## src/rtl/bcd_cnt_prog_pkg.sv

```systemverilog
`default_nettype none
// ============================================================================
// Module      : bcd_cnt_pkg
// Description : Shared constants and helpers for the BCD counter core:
//               7-segment patterns (active-low form, {g..a}), BCD digit
//               increment/decrement and a BCD validity check.
// Revision    : 1.0 - initial release
// ============================================================================
package bcd_cnt_pkg;

  // Segment patterns in active-low form; a 0 bit lights the segment.
  localparam logic [6:0] SEG_BLANK = 7'h7F;
  localparam logic [6:0] SEG_0     = 7'h40;
  localparam logic [6:0] SEG_1     = 7'h79;
  localparam logic [6:0] SEG_2     = 7'h24;
  localparam logic [6:0] SEG_3     = 7'h30;
  localparam logic [6:0] SEG_4     = 7'h19;
  localparam logic [6:0] SEG_5     = 7'h12;
  localparam logic [6:0] SEG_6     = 7'h02;
  localparam logic [6:0] SEG_7     = 7'h78;
  localparam logic [6:0] SEG_8     = 7'h00;
  localparam logic [6:0] SEG_9     = 7'h10;

  // Widest vector bcd_valid can inspect.
  localparam int MAX_DIGITS = 16;

  // Returns {carry, digit+1}; 9 wraps to 0 with carry.
  function automatic logic [4:0] bcd_digit_inc(input logic [3:0] d);
    if (d >= 4'd9) return {1'b1, 4'd0};
    return {1'b0, d + 4'd1};
  endfunction

  // Returns {borrow, digit-1}; 0 wraps to 9 with borrow.
  function automatic logic [4:0] bcd_digit_dec(input logic [3:0] d);
    if (d == 4'd0) return {1'b1, 4'd9};
    return {1'b0, d - 4'd1};
  endfunction

  // True when every one of the low 'digits' nibbles of vec is 0..9.
  function automatic logic bcd_valid(input logic [4*MAX_DIGITS-1:0] vec, input int digits);
    logic ok;
    ok = 1'b1;
    for (int i = 0; i < MAX_DIGITS; i++) begin
      if (i < digits && vec[4*i +: 4] > 4'd9) ok = 1'b0;
    end
    return ok;
  endfunction

endpackage
`default_nettype wire

```

## src/rtl/bcd_cnt_prog_if.sv

```systemverilog
`default_nettype none
// ============================================================================
// Module      : bcd_cnt_prog_if
// Description : Control and status bundle of the BCD counter core. The
//               master side drives mode/modulus/load, the slave side (the
//               counter) returns tick, count, tc, mod_err and segments.
// Revision    : 1.0 - initial release
// ============================================================================
interface bcd_cnt_prog_if #(
  parameter int DIGITS = 3
);
  logic                  en;
  logic                  up_dn;
  logic [4*DIGITS-1:0]   mod_val;
  logic                  load;
  logic [4*DIGITS-1:0]   load_val;
  logic                  tick;
  logic [4*DIGITS-1:0]   cnt_bcd;
  logic                  tc;
  logic                  mod_err;
  logic [7*DIGITS-1:0]   seg;

  modport master (
    output en, up_dn, mod_val, load, load_val,
    input  tick, cnt_bcd, tc, mod_err, seg
  );

  modport slave (
    input  en, up_dn, mod_val, load, load_val,
    output tick, cnt_bcd, tc, mod_err, seg
  );
endinterface
`default_nettype wire

```

## src/rtl/bcd_cnt_prog_seg7_dec.sv

```systemverilog
`default_nettype none
// ============================================================================
// Module      : seg7_dec
// Description : One BCD digit to a 7-segment pattern {g..a}. Digits above 9
//               and an asserted blank input both produce all segments off.
//               SEG_ACT_LOW selects common-anode (1) or common-cathode (0).
// Revision    : 1.0 - initial release
// ============================================================================
module seg7_dec
  import bcd_cnt_pkg::*;
#(
  parameter int SEG_ACT_LOW = 1
) (
  input  logic [3:0] digit,
  input  logic       blank,
  output logic [6:0] seg
);

  logic [6:0] pat_al;

  // Look up the active-low pattern; anything not 0..9 shows blank.
  always_comb begin
    pat_al = SEG_BLANK;
    if (!blank) begin
      case (digit)
        4'd0:    pat_al = SEG_0;
        4'd1:    pat_al = SEG_1;
        4'd2:    pat_al = SEG_2;
        4'd3:    pat_al = SEG_3;
        4'd4:    pat_al = SEG_4;
        4'd5:    pat_al = SEG_5;
        4'd6:    pat_al = SEG_6;
        4'd7:    pat_al = SEG_7;
        4'd8:    pat_al = SEG_8;
        4'd9:    pat_al = SEG_9;
        default: pat_al = SEG_BLANK;
      endcase
    end
  end

  assign seg = (SEG_ACT_LOW != 0) ? pat_al : ~pat_al;

endmodule
`default_nettype wire

```

## src/rtl/bcd_cnt_prog.sv

```systemverilog
`default_nettype none
// ============================================================================
// Module      : bcd_cnt_prog
// Description : N-digit BCD up/down counter with programmable modulus,
//               synchronous load, on-chip tick divider and registered
//               per-digit 7-segment outputs. Single clock domain; the
//               divider yields a one-clk enable pulse.
//               Build option CNT_LZ_BLANK_EN: blank leading zero digits
//               (digit 0 always shown).
// Revision    : 1.0 - initial release
// ============================================================================
module bcd_cnt_prog
  import bcd_cnt_pkg::*;
#(
  parameter int DIGITS      = 3,
  parameter int DIV_WIDTH   = 26,
  parameter int DIV_MAX     = 49_999_999,
  parameter int SEG_ACT_LOW = 1
) (
  input  logic             clk,
  input  logic             rst,
  bcd_cnt_prog_if.slave    bus
);

  localparam int                   C_W        = 4*DIGITS;
  localparam int                   C_SW       = 7*DIGITS;
  localparam int                   C_VW       = 4*MAX_DIGITS;
  localparam logic [DIV_WIDTH-1:0] C_DIV_TERM = DIV_WIDTH'(DIV_MAX);
  localparam logic [C_SW-1:0]      C_SEG_OFF  = (SEG_ACT_LOW != 0) ? {DIGITS{SEG_BLANK}} : '0;

  logic [DIV_WIDTH-1:0] div_cnt_q, div_cnt_d;
  logic                 tick_q, tick_d;
  logic [C_W-1:0]       cnt_q, cnt_d;
  logic                 tc_q, tc_d;
  logic                 mod_err_q, mod_err_d;
  logic [C_SW-1:0]      seg_q, seg_d;
  logic [DIGITS-1:0]    blank;
  logic                 carry;

  // Free-running divider; tick marks the clk after the terminal value.
  always_comb begin
    if (div_cnt_q == C_DIV_TERM) begin
      div_cnt_d = '0;
      tick_d    = 1'b1;
    end else begin
      div_cnt_d = div_cnt_q + 1'b1;
      tick_d    = 1'b0;
    end
  end

  // Modulus sanity is re-evaluated every clk.
  always_comb mod_err_d = !bcd_valid(C_VW'(bus.mod_val), DIGITS);

  // Counter next state: load, then mod_err hold, then ticked step, else hold.
  always_comb begin
    cnt_d = cnt_q;
    tc_d  = 1'b0;
    carry = 1'b1;
    if (bus.load) begin
      if (!bcd_valid(C_VW'(bus.load_val), DIGITS) || (bus.load_val > bus.mod_val))
        cnt_d = '0;
      else
        cnt_d = bus.load_val;
    end else if (mod_err_q) begin
      cnt_d = cnt_q;
    end else if (tick_q && bus.en) begin
      if (bus.up_dn) begin
        if (cnt_q >= bus.mod_val) begin
          cnt_d = '0;
          tc_d  = 1'b1;
        end else begin
          for (int i = 0; i < DIGITS; i++) begin
            if (carry) {carry, cnt_d[4*i +: 4]} = bcd_digit_inc(cnt_q[4*i +: 4]);
          end
        end
      end else begin
        if ((cnt_q == '0) || (cnt_q > bus.mod_val)) begin
          cnt_d = bus.mod_val;
          tc_d  = 1'b1;
        end else begin
          for (int i = 0; i < DIGITS; i++) begin
            if (carry) {carry, cnt_d[4*i +: 4]} = bcd_digit_dec(cnt_q[4*i +: 4]);
          end
        end
      end
    end
  end

`ifdef CNT_LZ_BLANK_EN
  logic lz_run;

  // Blank every digit above the most significant non-zero one; digit 0 stays.
  always_comb begin
    blank  = '0;
    lz_run = 1'b1;
    for (int i = DIGITS-1; i >= 1; i--) begin
      lz_run   = lz_run & (cnt_q[4*i +: 4] == 4'd0);
      blank[i] = lz_run;
    end
  end
`else
  // All digits shown, leading zeros included.
  always_comb blank = '0;
`endif

  generate
    for (genvar g = 0; g < DIGITS; g++) begin : g_seg
      seg7_dec #(
        .SEG_ACT_LOW (SEG_ACT_LOW)
      ) u_dec (
        .digit (cnt_q[4*g +: 4]),
        .blank (blank[g]),
        .seg   (seg_d[7*g +: 7])
      );
    end
  endgenerate

  // All state, asynchronously cleared to the idle/blank display.
  always_ff @(posedge clk or negedge rst) begin
    if (!rst) begin
      div_cnt_q <= '0;
      tick_q    <= 1'b0;
      cnt_q     <= '0;
      tc_q      <= 1'b0;
      mod_err_q <= 1'b0;
      seg_q     <= C_SEG_OFF;
    end else begin
      div_cnt_q <= div_cnt_d;
      tick_q    <= tick_d;
      cnt_q     <= cnt_d;
      tc_q      <= tc_d;
      mod_err_q <= mod_err_d;
      seg_q     <= seg_d;
    end
  end

  assign bus.tick    = tick_q;
  assign bus.cnt_bcd = cnt_q;
  assign bus.tc      = tc_q;
  assign bus.mod_err = mod_err_q;
  assign bus.seg     = seg_q;

endmodule
`default_nettype wire

```

## src/flat_wrapper.sv

```systemverilog
// flat-port wrapper written by rule: the top's interface ports become plain ports
module bcd_cnt_prog_flat import bcd_cnt_pkg::*;
#(
  parameter int DIGITS      = 3,
  parameter int DIV_WIDTH   = 26,
  parameter int DIV_MAX     = 49_999_999,
  parameter int SEG_ACT_LOW = 1
)
  (clk, rst, bus_en, bus_up_dn, bus_mod_val, bus_load, bus_load_val, bus_tick, bus_cnt_bcd, bus_tc, bus_mod_err, bus_seg);
  bcd_cnt_prog_if #(.DIGITS(DIGITS)) bus_i ();
  input  logic clk;
  input  logic rst;
  input wire logic [$bits(bus_i.en)-1:0] bus_en;
  input wire logic [$bits(bus_i.up_dn)-1:0] bus_up_dn;
  input wire logic [$bits(bus_i.mod_val)-1:0] bus_mod_val;
  input wire logic [$bits(bus_i.load)-1:0] bus_load;
  input wire logic [$bits(bus_i.load_val)-1:0] bus_load_val;
  output wire logic [$bits(bus_i.tick)-1:0] bus_tick;
  output wire logic [$bits(bus_i.cnt_bcd)-1:0] bus_cnt_bcd;
  output wire logic [$bits(bus_i.tc)-1:0] bus_tc;
  output wire logic [$bits(bus_i.mod_err)-1:0] bus_mod_err;
  output wire logic [$bits(bus_i.seg)-1:0] bus_seg;
  assign bus_i.en = bus_en;
  assign bus_i.up_dn = bus_up_dn;
  assign bus_i.mod_val = bus_mod_val;
  assign bus_i.load = bus_load;
  assign bus_i.load_val = bus_load_val;
  assign bus_tick = bus_i.tick;
  assign bus_cnt_bcd = bus_i.cnt_bcd;
  assign bus_tc = bus_i.tc;
  assign bus_mod_err = bus_i.mod_err;
  assign bus_seg = bus_i.seg;
  bcd_cnt_prog #(.DIGITS(DIGITS), .DIV_WIDTH(DIV_WIDTH), .DIV_MAX(DIV_MAX), .SEG_ACT_LOW(SEG_ACT_LOW)) u_core (.clk(clk), .rst(rst), .bus(bus_i));
endmodule
```

## config.mk

```make
export PLATFORM = sky130hd
export DESIGN_NAME = bcd_cnt_prog_flat
export DESIGN_NICKNAME = d
export VERILOG_FILES = /design/src/rtl/bcd_cnt_prog_pkg.sv /design/src/rtl/bcd_cnt_prog_if.sv /design/src/rtl/bcd_cnt_prog_seg7_dec.sv /design/src/rtl/bcd_cnt_prog.sv /design/src/flat_wrapper.sv
export SDC_FILE = /design/constraint.sdc
export NUM_CORES = 1
export LEC_CHECK = 0
export CAP_MARGIN = 40
export CORE_MARGIN = 1
export CORE_UTILIZATION = 60
export CTS_BUF_LIST = sky130_fd_sc_hd__clkbuf_4
export DETAILED_ROUTE_END_ITERATION = 8
export DONT_BUFFER_PORTS = 1
export PLACE_DENSITY = 0.76
export SLEW_MARGIN = 5
export SYNTH_ARGS = -nofsm -noshare
export SYNTH_HDL_FRONTEND = slang
export SYNTH_HIERARCHICAL = 1
export SYNTH_SLANG_ARGS = --single-unit
```

## constraint.sdc

```tcl
create_clock -name clk -period 8.67 [get_ports clk]
set_input_delay 1.3005 -clock clk [delete_from_list [all_inputs] [get_ports clk]]
set_output_delay 1.3005 -clock clk [all_outputs]
set_load 0.02 [all_outputs]
```

# --- Word-level counts from Yosys, hierarchy flattened ---
# Memories as Yosys holds them, arrays and structs flattened. A register that Yosys moved wholly into a read port is not among the register bits.
# Index checks and enable logic that the tools add are counted.
classes:
  addsub: 7
  magnitude_cmp: 12
  eq_ne: 4
  n_mux: 100
  reduce_logical: 18
op_table:
  columns: ["cell", "count"]
  rows:
  - ["$mux 12", 7]
  - ["$mux 1", 76]
  - ["$mux 5", 8]
  - ["$mux 4", 8]
  - ["$add 26x1->26 const B", 1]
  - ["$eq 26x26->1 const B", 1]
  - ["$mux 26", 1]
  - ["$gt 12x12->1", 2]
  - ["$gt 4x4->1 const B", 6]
  - ["$add 4x1->4 const B", 3]
  - ["$ge 12x12->1", 1]
  - ["$ge 4x4->1 const B", 3]
  - ["$logic_not 12->1", 1]
  - ["$logic_not 4->1", 3]
  - ["$sub 4x1->4 const B", 3]
  - ["$ne 4x1->1 const B", 2]
  - ["$reduce_and 4->1", 2]
  - ["$reduce_bool 4->1", 2]
  - ["$logic_not 1->1", 5]
  - ["$logic_or 1x1->1", 2]
  - ["$ne 2x2->1 const B", 1]
  - ["$reduce_and 2->1", 1]
  - ["$reduce_bool 2->1", 1]
  - ["$logic_and 1x1->1", 1]
totals:
  ff_bits: 41
  mem_bits_ro: 336
  inputBits: 29
  out_inout_bits: 36
  word_cells: 151
  mem_count: 3
memory_table:
  columns: ["memory", "depth", "width", "read_ports", "rd_clocked_by_memory_dff", "write_ports", "line_no", "text"]
  rows:
  - ["(no name shown)", 16, 7, 1, 1, 0, "bcd_cnt_prog_seg7_dec.sv:25", "case (digit)"]
  - ["(no name shown)", 16, 7, 1, 1, 0, "bcd_cnt_prog_seg7_dec.sv:25", null]
  - ["(no name shown)", 16, 7, 1, 1, 0, "bcd_cnt_prog_seg7_dec.sv:25", null]

# --- Longest topological paths before layout ---
# Gate-level depths: netlist of run 1.
depth:
  word_depth: 39
  ltp_mapped: 10
  ltp_nobuf: 9

# --- Hierarchy ---
# The synthesis of run 1 kept the hierarchy.
by_module_without_submodules:
  columns: ["mod", "instances", "cells_each", "area_each_um2", "seq_area_each_um2"]
  rows:
  - ["bcd_cnt_prog", 1, 401, 3786.1, 1577.8]
  - ["seg7_dec", 3, 33, 236.5, 0.0]

# --- Worst setup path after synthesis of run 1 ---
# No wires, ideal clock.
synth_timing:
  path_type: "input -> register"
  startpoint: "input port bus_mod_val[10]"
  endpoint: "register u_core.cnt_q[10] (netlist: u_core/bus.cnt_bcd[10])"
  setup_time_ns: 0.125
  t_arrival_ns: 3.431
  path_slack_ns: 5.115
  path_stages: 10
  path_cell_list: "inv_1 > ha_1 > a21oi_1 > nand2_1 > a21oi_1 > nand4_1 > nor2_1 > or3_1 > buf_2 > mux2_2"
synth_between:
  elab_chain_cells: 7
  elab_cells_between_ends: 15
synth_rtl:
  columns: ["element", "line_no", "text"]
  rows:
  - ["start: declaration", "flat_wrapper.sv:15", "input wire logic [$bits(bus_i.mod_val)-1:0] bus_mod_val;"]
  - ["$gt 12x12->1", "bcd_cnt_prog.sv:77", "if ((cnt_q == '0) || (cnt_q > bus.mod_val)) begin"]
  - ["$logic_or 1x1->1", "bcd_cnt_prog.sv:77", null]
  - ["$mux 12", "bcd_cnt_prog.sv:77", null]
  - ["$mux 12", "bcd_cnt_prog.sv:67", "if (bus.up_dn) begin"]
  - ["$mux 12", "bcd_cnt_prog.sv:66", "end else if (tick_q && bus.en) begin"]
  - ["$mux 12", "bcd_cnt_prog.sv:64", "end else if (mod_err_q) begin"]
  - ["$mux 12", "bcd_cnt_prog.sv:59", "if (bus.load) begin"]
  - ["end signal: assignment", "bcd_cnt_prog.sv:130", "cnt_q <= cnt_d;"]
  - ["end: declaration", "bcd_cnt_prog.sv:33", "logic [C_W-1:0] cnt_q, cnt_d;"]
# Several ways; a longest one is shown, not always the timed one. The select of a mux whose other input is x is not followed.
# A chain may end at the register's enable or synchronous reset.

# --- Worst setup path in the final report of run 1 ---
# Ends and elaborated chain as after synthesis.

==> results of run 1 <==
## logic make-up (layout without fill, tap and decap cells)
logic type	after synthesis	after routing	synth area share [%]
buf+inv	44	50	4.620
fa+ha+maj	49	49	13.64
mux	5	5	1.141
simple gates	186	186	22.74
compound gates	126	126	17.42
other cells	1	21	0.08342
xor+xnor	27	27	5.260
flops	62	62	35.10
## routing by layer
metal	track usage, %	vias up	share of wire (%)
li1	-	1824	-
met1	36.14	1758	44
met2	44.13	149	46
met3	6.157	15	7.5
met4	10.12	0	2.2
met5	0	-	0
## through the flow
stage	utilization [%]	cells
finish	66.03	625
global route	66.03	625
CTS	66.03	625
detailed placement	63.81	609
global placement	63.81	609
floorplan	-	520
## power by group through the flow
stage	Sequential [µW]	Clock, µW	Combinational, µW
2_1_floorplan	523	0	386
3_3_place_gp	559	0	438
3_5_place_dp	563	0	449
4_1_cts	557	231	452
5_1_grt	572	244	519
6_report	555	224	462
## worst paths after layout
check	startpoint	end	slack, ns	cells after the start
max	bus_mod_val[10]	u_core/bus.cnt_bcd[10]	5.16	9
min	u_core/div_cnt_q[0]	u_core/div_cnt_q[0]	0.46	1
max reg2reg	u_core/bus.cnt_bcd[10]	u_core/bus.cnt_bcd[10]	5.20	8
min reg2reg	u_core/div_cnt_q[0]	u_core/div_cnt_q[0]	0.46	1
max in group asynchronous	rst	u_core/bus.seg[12]	7.89	0
min in group asynchronous	rst	u_core/div_cnt_q[11]	0.58	0
## flip-flops by register name, indices dropped and copies added (netlist names)
name	count
u_core/bus.cnt_bcd	12
u_core/bus.mod_err	1
u_core/bus.seg	21
u_core/bus.tc	1
u_core/bus.tick	1
u_core/div_cnt_q	26
## worst max-delay path: cells and delay by family
kind | cells | cell delay, ns
AOI/OAI and AO/OA | 2 | 0.59
adders and majority gates | 1 | 0.33
buffers and inverters | 1 | 0.04
muxes | 1 | 0.35
and+or+nand+nor | 4 | 1.18
## placed cells by master, fill, tap and decap left out, drive strengths merged, types with 3 or more instances in the layout
cell type / Yosys / final
xnor2: 12 / 12
or2b: 3 / 3
a31oi: 7 / 7
clkbuf: 3 / 10
and3: 5 / 5
mux2i: 4 / 4
a21oi: 44 / 44
conb: 1 / 21
nor4: 4 / 4
dfstp: 21 / 21
inv: 32 / 32
nor2: 49 / 49
nor3: 15 / 15
nand4: 14 / 14
o22ai: 5 / 5
ha: 49 / 49
nand3: 19 / 19
clkinv: 0 / 4
o211ai: 3 / 3
or3: 6 / 6
xor2: 15 / 15
o21bai: 3 / 3
nor3b: 5 / 5
o21ai: 31 / 31
nand2b: 17 / 17
nor2b: 8 / 8
nand2: 31 / 31
a221oi: 7 / 7
a211oi: 5 / 5
dfrtp: 41 / 41
## layout make-up
class	count	area [µm²]
multi-input cells	414	2791
fillers	640	2464
flip-flops and latches	62	1578
well taps	99	123.9
inverters	32	120.1
clock inverters	6	86.33
clock buffers	10	75.07
repair buffers	2	15.01
==> results.json, run 1 <==
{
  "status": "completed",
  "initial_core_util_pct": 61.98,
  "synthTopCellsByCount": "49 x ha_1, 49 x nor2_1, 43 x a21oi_1, 41 x dfrtp_1, 32 x inv_1",
  "hold_path.class": "flop to flop",
  "worst_pin_slew_ns": 0.9684,
  "final_hold_viol_count": 0,
  "drt_iter0_markers": 305,
  "p_sw_uw": 547.8,
  "synthCells": 500,
  "cts_max_path_buffers": 2,
  "async_flop_share_pct": 100.0,
  "vias_per_cell": 5.994,
  "syn_avg_cell_area_um2": 8.991,
  "setup_tns_ns": 0,
  "track_usage_pct": 27.42,
  "swShare_pct": 44.12,
  "synth_edf_count": 0,
  "synth_seq_area_share_pct": 35.10,
  "die_x_um": 88.56,
  "fin_crit_sh_pct": 40.49,
  "crit_required_ns": 8.95,
  "dpl-instance-area_um2": 4628,
  "place_ws_ns": 4.796,
  "ctsHoldBuffers": 0,
  "relSlewSlack_pct": 34.85,
  "ys_warn_count": 6,
  "p_clk_share_pct": 18.1,
  "wl_per_cell_um": 16.30,
  "finalNetCount": 599,
  "max_stage_delay_ns": 0.45,
  "cts_tree": "yes",
  "yosysTopAreaCellShare_pct": 22.82,
  "clk_pin_slew_ns": 0.11,
  "setup_slack_ns": 5.160,
  "critPathMaxFanout": 8,
  "fmax_ghz": 0.2849,
  "setup_viol": 0,
  "dpl.hpwl_mm": 7.586,
  "htree_levels": 3,
  "post_cts_buffers": 0,
  "area_growth_pct": 6.540,
  "core-area_um2": 7253,
  "synth_cell_types": 62,
  "ys_top_cells_by_area": "dfrtp_1 23%, ha_1 14%, dfstp_2 12%, a21oi_1 4.8%, nor2_1 4.1%",
  "arrival_ns": 3.79,
  "port-buffer-count": 0,
  "crit_type": "primary input to flop",
  "whs_ns": 0.4637,
  "power_uw": 1242,
  "rows": 31,
  "grt_pass1_wl_mm": 16.50,
  "grt_antenna_before_repair": 0,
  "peakVddDrop_mv": 0.1611,
  "clkSinkCount": 62,
  "firstDrtPassIters": 5,
  "root_buffer": "clkbuf_4",
  "powerDensity_nw_per_um2": 259.2,
  "cpMostUsedCell": "a21oi_1",
  "internal_power_uw": 693.8,
  "crit_chain": "inv_1, ha_1, a21oi_1, nand2_1, a21oi_1, nand4_1, nor2_1, or3_1, mux2_2",
  "die_h_um": 88.56,
  "slowest_stage": "nor2_1",
  "syn_area_um2": 4496,
  "first_global_vias": 3476,
  "grt.overflow.total": 0,
  "clock_skew_ns": 0.01424,
  "ys_ff_latch": 62,
  "rsz0062_at_grt": "false",
  "drc": 0,
  "fin_area_um2": 4790,
  "ys.flop_type": "dfrtp_1",
  "yosys.area.top_type": "dfrtp_1",
  "critPathCaptureType": "flop",
  "drv_slew": 0,
  "grt_max_degree": 63,
  "route.vias.total": 3746,
  "min_period_ns": 3.510,
  "cp-start-kind": "primary input",
  "die-area_um2": 7843,
  "drv_cap": 0,
  "io_pins": 65,
  "p_leak_uw": 0.002145,
  "power_frac_comb_pct": 37.2,
  "gp_congestion": 0.9444,
  "seqPwrFrac_pct": 44.7,
  "antenna_cells": 0,
  "final_layout_size_suffix_gt1_share_pct": 10.84,
  "antenna_left": 0,
  "cts-buffers-inserted": 9,
  "totalWireLength_mm": 10.19,
  "clock_latency_ns": 0.40,
  "cts_resized": 0
}
No activity file was read; power rests on OpenSTA's default activity.
==> run 2: changes to the inputs <==
==> constraint.sdc (replaced) <==
create_clock -name clk -period 3.55 [get_ports clk]
set_input_delay 0.5325 -clock clk [delete_from_list [all_inputs] [get_ports clk]]
set_output_delay 0.5325 -clock clk [all_outputs]
set_load 0.02 [all_outputs]
==> run 2 against run 1 <==
Against the previous run: critical path depth shrank 2; clock power grew 94%; first-iteration DRC count grew 0.98%; sequential cell count is the same; cell count grew 2.2%; power grew 140%; via count grew 4.4%; largest power group is now combinational cells; die area is the same; count of clock-buffer cells in the layout grew 1.
==> results.json, run 2 (synthesized netlist as in run 1, its figures left out) <==
{
  "slowest_stage": "dfrtp_1",
  "dpl-instance-area_um2": 4718,
  "track_usage_pct": 29.92,
  "drc": 0,
  "clkSinkCount": 62,
  "core-area_um2": 7253,
  "arrival_ns": 3.48,
  "dp_cells": 621,
  "area_growth_pct": 8.405,
  "p_leak_uw": 0.002202,
  "rsz0062_at_grt": "false",
  "rows": 31,
  "die_x_um": 88.56,
  "port-buffer-count": 0,
  "rr_worst_depth": 7,
  "largest_reg_flops": 26,
  "clock_skew_ns": 0.01818,
  "worstReg2RegEnd": "u_core/bus.cnt_bcd[11]",
  "powerDensity_nw_per_um2": 621.4,
  "drt_iter0_markers": 308,
  "drv_slew": 0,
  "setup_tns_ns": 0,
  "ctsHoldBuffers": 2,
  "grt_pass1_wl_mm": 17.67,
  "cts_max_path_buffers": 2,
  "cts_tree": "yes",
  "first_global_vias": 3749,
  "dpl.hpwl_mm": 8.098,
  "min_period_ns": 3.162,
  "topRoutingLayerUsed": "met4",
  "fmax_ghz": 0.3162,
  "met1_length_mm": 4.508,
  "antenna_cells": 0,
  "layout_common_cells": "49 x nor2_1, 49 x ha_1, 43 x a21oi_1",
  "antenna_left": 0,
  "firstDrtPassIters": 5,
  "grt.overflow.total": 0,
  "worst_pin_slew_ns": 0.9491,
  "critical_path.startpoint": "u_core/bus.cnt_bcd[1]",
  "wl_per_cell_um": 16.96,
  "final_layout_size_suffix_gt1_share_pct": 13.15,
  "fin_crit_sh_pct": 89.08,
  "finalNetCount": 613,
  "power_uw": 3028,
  "relSlewSlack_pct": 36.14,
  "r2r_setup_slack_ns": 0.39,
  "min_from": "bus_load",
  "cp-start-kind": "flop",
  "final_hold_viol_count": 0,
  "setup_viol": 0,
  "critPathMaxFanout": 12,
  "drv_cap": 0,
  "route.met3.wl_um": 911,
  "critPathCaptureType": "flop",
  "gp_congestion": 0.9389,
  "peakVddDrop_mv": 0.3822,
  "clk_pin_slew_ns": 0.12,
  "vias_per_cell": 6.119,
  "stdcell_count": 639,
  "post_cts_buffers": 0,
  "cts_resized": 0,
  "met2_wirelength_mm": 5.129,
  "clock_latency_ns": 0.41,
  "initial_core_util_pct": 61.98,
  "io_pins": 65,
  "crit_chain": "inv_1, ha_1, or3b_4, or4_4, a21oi_1, a2111oi_0, o21ai_0",
  "grt_max_degree": 63,
  "utilization_pct": 67.19,
  "holdPathEnd": "u_core/bus.tc",
  "status": "completed",
  "top_register": "u_core/div_cnt_q",
  "root_buffer": "clkbuf_4",
  "critPathBufInv": 1,
  "rr_startpoint": "u_core/bus.cnt_bcd[1]",
  "grt_antenna_before_repair": 0,
  "max_stage_delay_ns": 0.61,
  "htree_levels": 3,
  "hold_path.class": "primary input to flop",
  "route.vias.total": 3910,
  "crit_type": "flop to flop",
  "fin_area_um2": 4873,
  "crit_family": "simple AND/OR/NAND/NOR gates",
  "die-area_um2": 7843,
  "totalWireLength_mm": 10.84,
  "cts-buffers-inserted": 9,
  "die_h_um": 88.56,
  "whs_path_depth": 1,
  "crit_required_ns": 3.87
}
## run 2: through the flow
step	hold WS [ns]	setup slack [ns]
2_1_floorplan	0.2369	0.6138
6_report	0.1975	0.3876
3_5_place_dp	0.2385	0.5443
5_1_grt	0.1446	0.2517
3_3_place_gp	0.2385	0.5934
4_1_cts	0.1679	0.4809
## run 2: layer usage
metal | global-route usage (%) | vias up
li1 | - | 1859
met1 | 37.47 | 1855
met4 | 11.14 | 0
met2 | 48.39 | 167
met3 | 9.515 | 29
met5 | 0 | -
## run 2: how the worst max path moves through the flow
stage                     slack, ns  cells past startpoint                     end
after floorplan                0.61                      9  u_core/bus.cnt_bcd[10]
after global placement         0.59                      8  u_core/bus.cnt_bcd[10]
after detailed placement       0.54                      7  u_core/bus.cnt_bcd[11]
after CTS                      0.48                      7  u_core/bus.cnt_bcd[11]
after global routing           0.25                      7   u_core/bus.cnt_bcd[5]
final                          0.39                      7  u_core/bus.cnt_bcd[11]
## run 2: area by class of cell
type / count / area, µm²
clock buffer: 11 / 82.58
clock inverter: 5 / 35.03
fill: 621 / 2380
inverter: 32 / 120.1
multi-input combinational: 414 / 2791
sequential: 62 / 1578
tap: 99 / 123.9
timing repair buffer: 16 / 142.6
## run 2: worst register-to-register path, delay by kind of cell, from the launching register on
kind / cells / cell delay [ns]
simple gates: 2 / 1.00
compound gates: 3 / 0.92
flops: 1 / 0.61
fa+ha+maj: 1 / 0.30
buf+inv: 1 / 0.24
## run 2: power by group
part / internal (µW) / total, µW / switching (µW)
clock network: 161 / 435 / 274
registers: 925 / 1150 / 230
logic: 544 / 1440 / 894
total: 1630 / 3030 / 1400
